[config.mk]
export PLATFORM = sky130hd
export DESIGN_NAME = wasm_mem_arbiter_flat
export DESIGN_NICKNAME = d
export VERILOG_FILES = /design/src/rtl/wasm_mem_arbiter_if.sv /design/src/rtl/wasm_mem_arbiter.sv /design/src/flat_wrapper.sv
export SDC_FILE = /design/constraint.sdc
export NUM_CORES = 1
export LEC_CHECK = 0
export BUFFER_PORTS_ARGS = -buffer_cell sky130_fd_sc_hd__buf_2
export CORE_AREA = 5 5 168 170
export CTS_CLUSTER_DIAMETER = 40
export DETAILED_ROUTE_END_ITERATION = 16
export DIE_AREA = 0 0 173 175
export HOLD_SLACK_MARGIN = 0.05
export PLACE_DENSITY = 0.63
export SYNTH_ARGS = -nofsm -noshare
export SYNTH_HDL_FRONTEND = slang
export SYNTH_SLANG_ARGS = --single-unit
[constraint.sdc]
create_clock -name clk -period 1.59 [get_ports clk]
set_input_delay 0.2385 -clock clk [delete_from_list [all_inputs] [get_ports clk]]
set_output_delay 0.2385 -clock clk [all_outputs]
set_load 0.005 [all_outputs]
[src/rtl/wasm_mem_arbiter_if.sv]
// Bus bundle between the CPU and debug requesters, the arbiter and wasm_memory.
// The arbiter uses the slave modport. The environment (requesters and memory) uses the master modport.
interface wasm_mem_arbiter_if #(
  parameter int DATA_W = 64
);
  logic              cpu_req_valid;
  logic              cpu_req_ready;
  logic [2:0]        cpu_req_op;
  logic [31:0]       cpu_req_addr;
  logic [DATA_W-1:0] cpu_req_wdata;
  logic              cpu_rvalid;

  logic              dbg_req_valid;
  logic              dbg_req_ready;
  logic [2:0]        dbg_req_op;
  logic [31:0]       dbg_req_addr;
  logic [DATA_W-1:0] dbg_req_wdata;
  logic              dbg_rvalid;

  logic [DATA_W-1:0] resp_rdata;
  logic              resp_err;

  logic              mem_req_valid;
  logic              mem_req_ready;
  logic [2:0]        mem_req_op;
  logic [31:0]       mem_req_addr;
  logic [DATA_W-1:0] mem_req_wdata;
  logic              mem_rvalid;
  logic [DATA_W-1:0] mem_rdata;
  logic              mem_err;

  logic              owner;
  logic              busy;

  modport slave (
    input  cpu_req_valid, cpu_req_op, cpu_req_addr, cpu_req_wdata,
    input  dbg_req_valid, dbg_req_op, dbg_req_addr, dbg_req_wdata,
    input  mem_req_ready, mem_rvalid, mem_rdata, mem_err,
    output cpu_req_ready, cpu_rvalid, dbg_req_ready, dbg_rvalid,
    output resp_rdata, resp_err,
    output mem_req_valid, mem_req_op, mem_req_addr, mem_req_wdata,
    output owner, busy
  );

  modport master (
    output cpu_req_valid, cpu_req_op, cpu_req_addr, cpu_req_wdata,
    output dbg_req_valid, dbg_req_op, dbg_req_addr, dbg_req_wdata,
    output mem_req_ready, mem_rvalid, mem_rdata, mem_err,
    input  cpu_req_ready, cpu_rvalid, dbg_req_ready, dbg_rvalid,
    input  resp_rdata, resp_err,
    input  mem_req_valid, mem_req_op, mem_req_addr, mem_req_wdata,
    input  owner, busy
  );
endinterface

[src/rtl/wasm_mem_arbiter.sv]
// Two-requester (CPU / debug) arbiter in front of wasm_memory, one transaction outstanding.
// Define WASM_MEM_ARB_RR_EN for round-robin arbitration. Otherwise the CPU has fixed priority.
module wasm_mem_arbiter #(
  parameter int DATA_W = 64
) (
  input logic                clk,
  input logic                rst_n,
  wasm_mem_arbiter_if.slave  bus
);

  typedef enum logic [1:0] {IDLE, ISSUE, WAIT} state_t;

  state_t            state_reg, state_next;
  logic              accept;
  logic              complete;
  logic              grant_dbg;

  logic [2:0]        op_reg;
  logic [31:0]       addr_reg;
  logic [DATA_W-1:0] wdata_reg;
  logic [DATA_W-1:0] rdata_reg;
  logic              err_reg;
  logic              owner_reg;
  logic              cpu_rvalid_reg;
  logic              dbg_rvalid_reg;

`ifdef WASM_MEM_ARB_RR_EN
  // A value of 1 means that debug wins the next simultaneous contest.
  logic rr_ptr_reg;
  assign grant_dbg = bus.dbg_req_valid & (~bus.cpu_req_valid | rr_ptr_reg);
`else
  assign grant_dbg = bus.dbg_req_valid & ~bus.cpu_req_valid;
`endif

  always_comb begin
    state_next = state_reg;
    accept     = 1'b0;
    complete   = 1'b0;
    case (state_reg)
      IDLE: begin
        if (bus.cpu_req_valid || bus.dbg_req_valid) begin
          accept     = 1'b1;
          state_next = ISSUE;
        end
      end
      ISSUE: begin
        if (bus.mem_req_ready) state_next = WAIT;
      end
      WAIT: begin
        if (bus.mem_rvalid) begin
          complete   = 1'b1;
          state_next = IDLE;
        end
      end
      default: state_next = IDLE;
    endcase
  end

  always_ff @(posedge clk) begin
    if (!rst_n) begin
      state_reg      <= IDLE;
      op_reg         <= '0;
      addr_reg       <= '0;
      wdata_reg      <= '0;
      rdata_reg      <= '0;
      err_reg        <= 1'b0;
      owner_reg      <= 1'b0;
      cpu_rvalid_reg <= 1'b0;
      dbg_rvalid_reg <= 1'b0;
`ifdef WASM_MEM_ARB_RR_EN
      rr_ptr_reg     <= 1'b0;
`endif
    end else begin
      state_reg      <= state_next;
      cpu_rvalid_reg <= complete & ~owner_reg;
      dbg_rvalid_reg <= complete & owner_reg;
      if (accept) begin
        owner_reg <= grant_dbg;
        op_reg    <= grant_dbg ? bus.dbg_req_op    : bus.cpu_req_op;
        addr_reg  <= grant_dbg ? bus.dbg_req_addr  : bus.cpu_req_addr;
        wdata_reg <= grant_dbg ? bus.dbg_req_wdata : bus.cpu_req_wdata;
`ifdef WASM_MEM_ARB_RR_EN
        rr_ptr_reg <= ~grant_dbg;
`endif
      end
      if (complete) begin
        rdata_reg <= bus.mem_rdata;
        err_reg   <= bus.mem_err;
      end
    end
  end

  // The ready signals are gated by rst_n so that no request is acknowledged while reset is held.
  assign bus.cpu_req_ready = rst_n & accept & ~grant_dbg;
  assign bus.dbg_req_ready = rst_n & accept & grant_dbg;
  assign bus.cpu_rvalid    = cpu_rvalid_reg;
  assign bus.dbg_rvalid    = dbg_rvalid_reg;
  assign bus.resp_rdata    = rdata_reg;
  assign bus.resp_err      = err_reg;
  assign bus.mem_req_valid = (state_reg == ISSUE);
  assign bus.mem_req_op    = op_reg;
  assign bus.mem_req_addr  = addr_reg;
  assign bus.mem_req_wdata = wdata_reg;
  assign bus.owner         = owner_reg;
  assign bus.busy          = (state_reg != IDLE);

endmodule

[src/flat_wrapper.sv]
// flat-port wrapper written by rule: the top's interface ports become plain ports
module wasm_mem_arbiter_flat 
#(
  parameter int DATA_W = 64
)
  (clk, rst_n, bus_cpu_req_valid, bus_cpu_req_op, bus_cpu_req_addr, bus_cpu_req_wdata, bus_dbg_req_valid, bus_dbg_req_op, bus_dbg_req_addr, bus_dbg_req_wdata, bus_mem_req_ready, bus_mem_rvalid, bus_mem_rdata, bus_mem_err, bus_cpu_req_ready, bus_cpu_rvalid, bus_dbg_req_ready, bus_dbg_rvalid, bus_resp_rdata, bus_resp_err, bus_mem_req_valid, bus_mem_req_op, bus_mem_req_addr, bus_mem_req_wdata, bus_owner, bus_busy);
  wasm_mem_arbiter_if #(.DATA_W(DATA_W)) bus_i ();
  input logic clk;
  input logic rst_n;
  input wire logic [$bits(bus_i.cpu_req_valid)-1:0] bus_cpu_req_valid;
  input wire logic [$bits(bus_i.cpu_req_op)-1:0] bus_cpu_req_op;
  input wire logic [$bits(bus_i.cpu_req_addr)-1:0] bus_cpu_req_addr;
  input wire logic [$bits(bus_i.cpu_req_wdata)-1:0] bus_cpu_req_wdata;
  input wire logic [$bits(bus_i.dbg_req_valid)-1:0] bus_dbg_req_valid;
  input wire logic [$bits(bus_i.dbg_req_op)-1:0] bus_dbg_req_op;
  input wire logic [$bits(bus_i.dbg_req_addr)-1:0] bus_dbg_req_addr;
  input wire logic [$bits(bus_i.dbg_req_wdata)-1:0] bus_dbg_req_wdata;
  input wire logic [$bits(bus_i.mem_req_ready)-1:0] bus_mem_req_ready;
  input wire logic [$bits(bus_i.mem_rvalid)-1:0] bus_mem_rvalid;
  input wire logic [$bits(bus_i.mem_rdata)-1:0] bus_mem_rdata;
  input wire logic [$bits(bus_i.mem_err)-1:0] bus_mem_err;
  output wire logic [$bits(bus_i.cpu_req_ready)-1:0] bus_cpu_req_ready;
  output wire logic [$bits(bus_i.cpu_rvalid)-1:0] bus_cpu_rvalid;
  output wire logic [$bits(bus_i.dbg_req_ready)-1:0] bus_dbg_req_ready;
  output wire logic [$bits(bus_i.dbg_rvalid)-1:0] bus_dbg_rvalid;
  output wire logic [$bits(bus_i.resp_rdata)-1:0] bus_resp_rdata;
  output wire logic [$bits(bus_i.resp_err)-1:0] bus_resp_err;
  output wire logic [$bits(bus_i.mem_req_valid)-1:0] bus_mem_req_valid;
  output wire logic [$bits(bus_i.mem_req_op)-1:0] bus_mem_req_op;
  output wire logic [$bits(bus_i.mem_req_addr)-1:0] bus_mem_req_addr;
  output wire logic [$bits(bus_i.mem_req_wdata)-1:0] bus_mem_req_wdata;
  output wire logic [$bits(bus_i.owner)-1:0] bus_owner;
  output wire logic [$bits(bus_i.busy)-1:0] bus_busy;
  assign bus_i.cpu_req_valid = bus_cpu_req_valid;
  assign bus_i.cpu_req_op = bus_cpu_req_op;
  assign bus_i.cpu_req_addr = bus_cpu_req_addr;
  assign bus_i.cpu_req_wdata = bus_cpu_req_wdata;
  assign bus_i.dbg_req_valid = bus_dbg_req_valid;
  assign bus_i.dbg_req_op = bus_dbg_req_op;
  assign bus_i.dbg_req_addr = bus_dbg_req_addr;
  assign bus_i.dbg_req_wdata = bus_dbg_req_wdata;
  assign bus_i.mem_req_ready = bus_mem_req_ready;
  assign bus_i.mem_rvalid = bus_mem_rvalid;
  assign bus_i.mem_rdata = bus_mem_rdata;
  assign bus_i.mem_err = bus_mem_err;
  assign bus_cpu_req_ready = bus_i.cpu_req_ready;
  assign bus_cpu_rvalid = bus_i.cpu_rvalid;
  assign bus_dbg_req_ready = bus_i.dbg_req_ready;
  assign bus_dbg_rvalid = bus_i.dbg_rvalid;
  assign bus_resp_rdata = bus_i.resp_rdata;
  assign bus_resp_err = bus_i.resp_err;
  assign bus_mem_req_valid = bus_i.mem_req_valid;
  assign bus_mem_req_op = bus_i.mem_req_op;
  assign bus_mem_req_addr = bus_i.mem_req_addr;
  assign bus_mem_req_wdata = bus_i.mem_req_wdata;
  assign bus_owner = bus_i.owner;
  assign bus_busy = bus_i.busy;
  wasm_mem_arbiter #(.DATA_W(DATA_W)) u_core (.clk(clk), .rst_n(rst_n), .bus(bus_i));
endmodule
==> out/metrics.csv <==
metric,value,unit
max_cap_violations,0,
grt_setup_unrepaired,yes,
synthCells,869,
seq_area_frac_synth,48.5,%
synth_fp_nets,1138,
min_period_over_period,98.0,%
synth_warnings,0,
io_buffers,439,
routabilityCongestion,0.810,
final_cell_mix,"buf_2, nand2_1, dfxtp_1",
outcome,finished clean,
period_minus_slack,1.56,ns
skew,0.0162,ns
holdWs,0.0763,ns
dr.pass1.iters,6,
path_class,flip-flop to primary output,
path_max_fanout,3,
antenna_left,0,
synth-edff-count,0,
synth_flop_cell,dfxtp_1,
startpoint,u_core.state_reg[1]$_SDFFE_PN0P_,
fmax,642,MHz
reg2reg_from,u_core.state_reg[1]$_SDFFE_PN0P_,
setup_viol,0,
viasPerCell,4.81,
switchingPower,0.00330,W
min_to,u_core.bus.mem_req_wdata[31]$_SDFFE_PN0P_,
grt_use_total,17.8,%
power_density,1020,mW/mm^2
p_clk_share,37.1,%
cts_root_buf,clkbuf_16,
wirelength,28.7,mm
drive_above_1_share,37.7,%
relSlewSlack,73.6,%
fin_tns_setup,0,ns
syn_to_final_growth,56.6,%
cts_buffer_depth,2,
tightest_slew,0.394,ns
pwr-share-comb,20.3,%
yosys_register_bits,169,
hold_violations,0,
grt_remaining_overflow,0,
min_from,bus_dbg_req_wdata[31],
syn_avg_cell_area,8.02,sq um
htree_levels,4,
antenna_found_initial,1,
dieArea,0.0303,sq mm
rows,60,
dp_cells,1580,
num-nets-final,1611,
reg2reg_depth,6,
first_global_vias,8042,
netlist_area,0.00697,sq mm
pwr-share-seq,42.6,%
stdcell_count,1697,
numCtsBuffers,17,
worstSkewPairLatency,0.42,ns
fill_cells,2691,
hpwl,18.8,mm
drc_errors,0,
swShare,29.7,%
grt_pass1_wl,44.4,mm
initial_core_util,26.2,%
cts.reportedPaths.clkPinSlew,0.08,ns
cts_tree,done,
worstSetupEndpointType,primary output,
synth.distinct_cells,26,
cts_sinks,169,
cp.required,1.35,ns
arrival,1.32,ns
reg2reg_setup_slack,0.06,ns
power_leakage,5.05,nW
final_max_slew_viol_count,0,
dp_worst_setup_slack,0.145,ns
p_int,0.00781,W
p_total,0.0111,W
grt_max_degree,67,
die_x,173,microns
synthArstFlopShare,0,%
layout_commonest_cell,buf_2,
fp.dieH,175,microns
peakVddDrop,598,uV
core,0.0266,sq mm
first_iter_violations,393,
pin_count,440,
setup_slack,0.0317,ns
hold_depth,3,
reg2reg_to,u_core.bus.mem_req_wdata[5]$_SDFFE_PN0P_,
via_count,8166,
hp-class,input pin to flip-flop,
avgRoutedWirePerCell,16.9,microns
start_kind,flip-flop,
## power groups by stage
stage                     logic, W  registers (W)  clock network (W)
after CTS                  0.00222        0.00473            0.00430
after detailed placement   0.00197        0.00483                  0
after floorplan           0.000957        0.00486                  0
final                      0.00225        0.00474            0.00412
after global routing       0.00247        0.00477            0.00445
after global placement     0.00195        0.00482                  0
## synthesized netlist by cell type (2+ instances only)
library cell / instances / area (sq um)
a21oi_1: 165 / 826
a311oi_1: 99 / 867
and3_1: 2 / 12.5
buf_2: 37 / 185
buf_4: 19 / 143
buf_6: 11 / 124
clkbuf_1: 18 / 67.6
dfxtp_1: 169 / 3380
nand2_1: 328 / 1230
nor2_1: 3 / 11.3
nor2_4: 2 / 22.5
nor2b_1: 2 / 12.5
## routing by layer
metal	vias to the layer above	GRT usage (%)	share of wire (%)
li1	3975	-	-
met1	3781	21.2	41
met2	375	30.8	49
met3	35	5.69	8.2
met4	0	5.25	2.0
met5	-	0	0
## final cells by class
type                       count  area, sq um  area share, %
timing repair buffer         540         3410           31.3
sequential                   169         3390           31.1
multi-input combinational    612         3100           28.4
clock buffer                  18          439           4.02
tap                          341          427           3.91
clock inverter                14          131           1.20
inverter                       2         12.5          0.115
antenna                        1         2.50         0.0229
## critical path: stages (launching register included)
cell and delay [ns]:
dfxtp_4 0.36, nor2_4 0.17, buf_12 0.12, and3_4 0.17
buf_6 0.09
## how the worst max path moves through the flow
| stage | endpoint |
|---|---|
| 6_report | bus_cpu_req_ready |
| 5_1_grt | bus_cpu_req_ready |
| 4_1_cts | bus_cpu_req_ready |
| 3_5_place_dp | u_core.bus.mem_req_wdata[5]$_SDFFE_PN0P_ |
| 3_3_place_gp | u_core.bus.mem_req_addr[10]$_SDFFE_PN0P_ |
| 2_1_floorplan | bus_cpu_req_ready |
## cell families (layout without fill, tap and decap cells)
family / after synthesis / after routing / synth area share [%]
AND/OR/NAND/NOR: 345 / 345 / 19.3
AO/OA/AOI/OAI: 267 / 267 / 24.6
flip-flops: 169 / 169 / 48.5
buffers and inverters: 88 / 574 / 7.61
other: 0 / 1 / 0
## what timing repair did
| action | 4_1_cts | 5_1_grt |
|---|---|---|
| resized for setup | 6 | 8 |
| endpoints found under the hold margin | 70 | 0 |
| pin swaps | 2 | 15 |
| buffers inserted | 6 | 1 |
| setup endpoints to repair | 2 | 75 |
| hold buffers | 74 | 0 |
| cloned | 2 | 1 |
## through the flow
stage,utilization (%),instance area [sq um]
after CTS,40.8,10800
after global placement,35.4,9400
final,41.1,10900
after floorplan,-,6970
after detailed placement,35.4,9400
after global routing,41.1,10900
No activity file was read; power rests on OpenSTA's default activity.
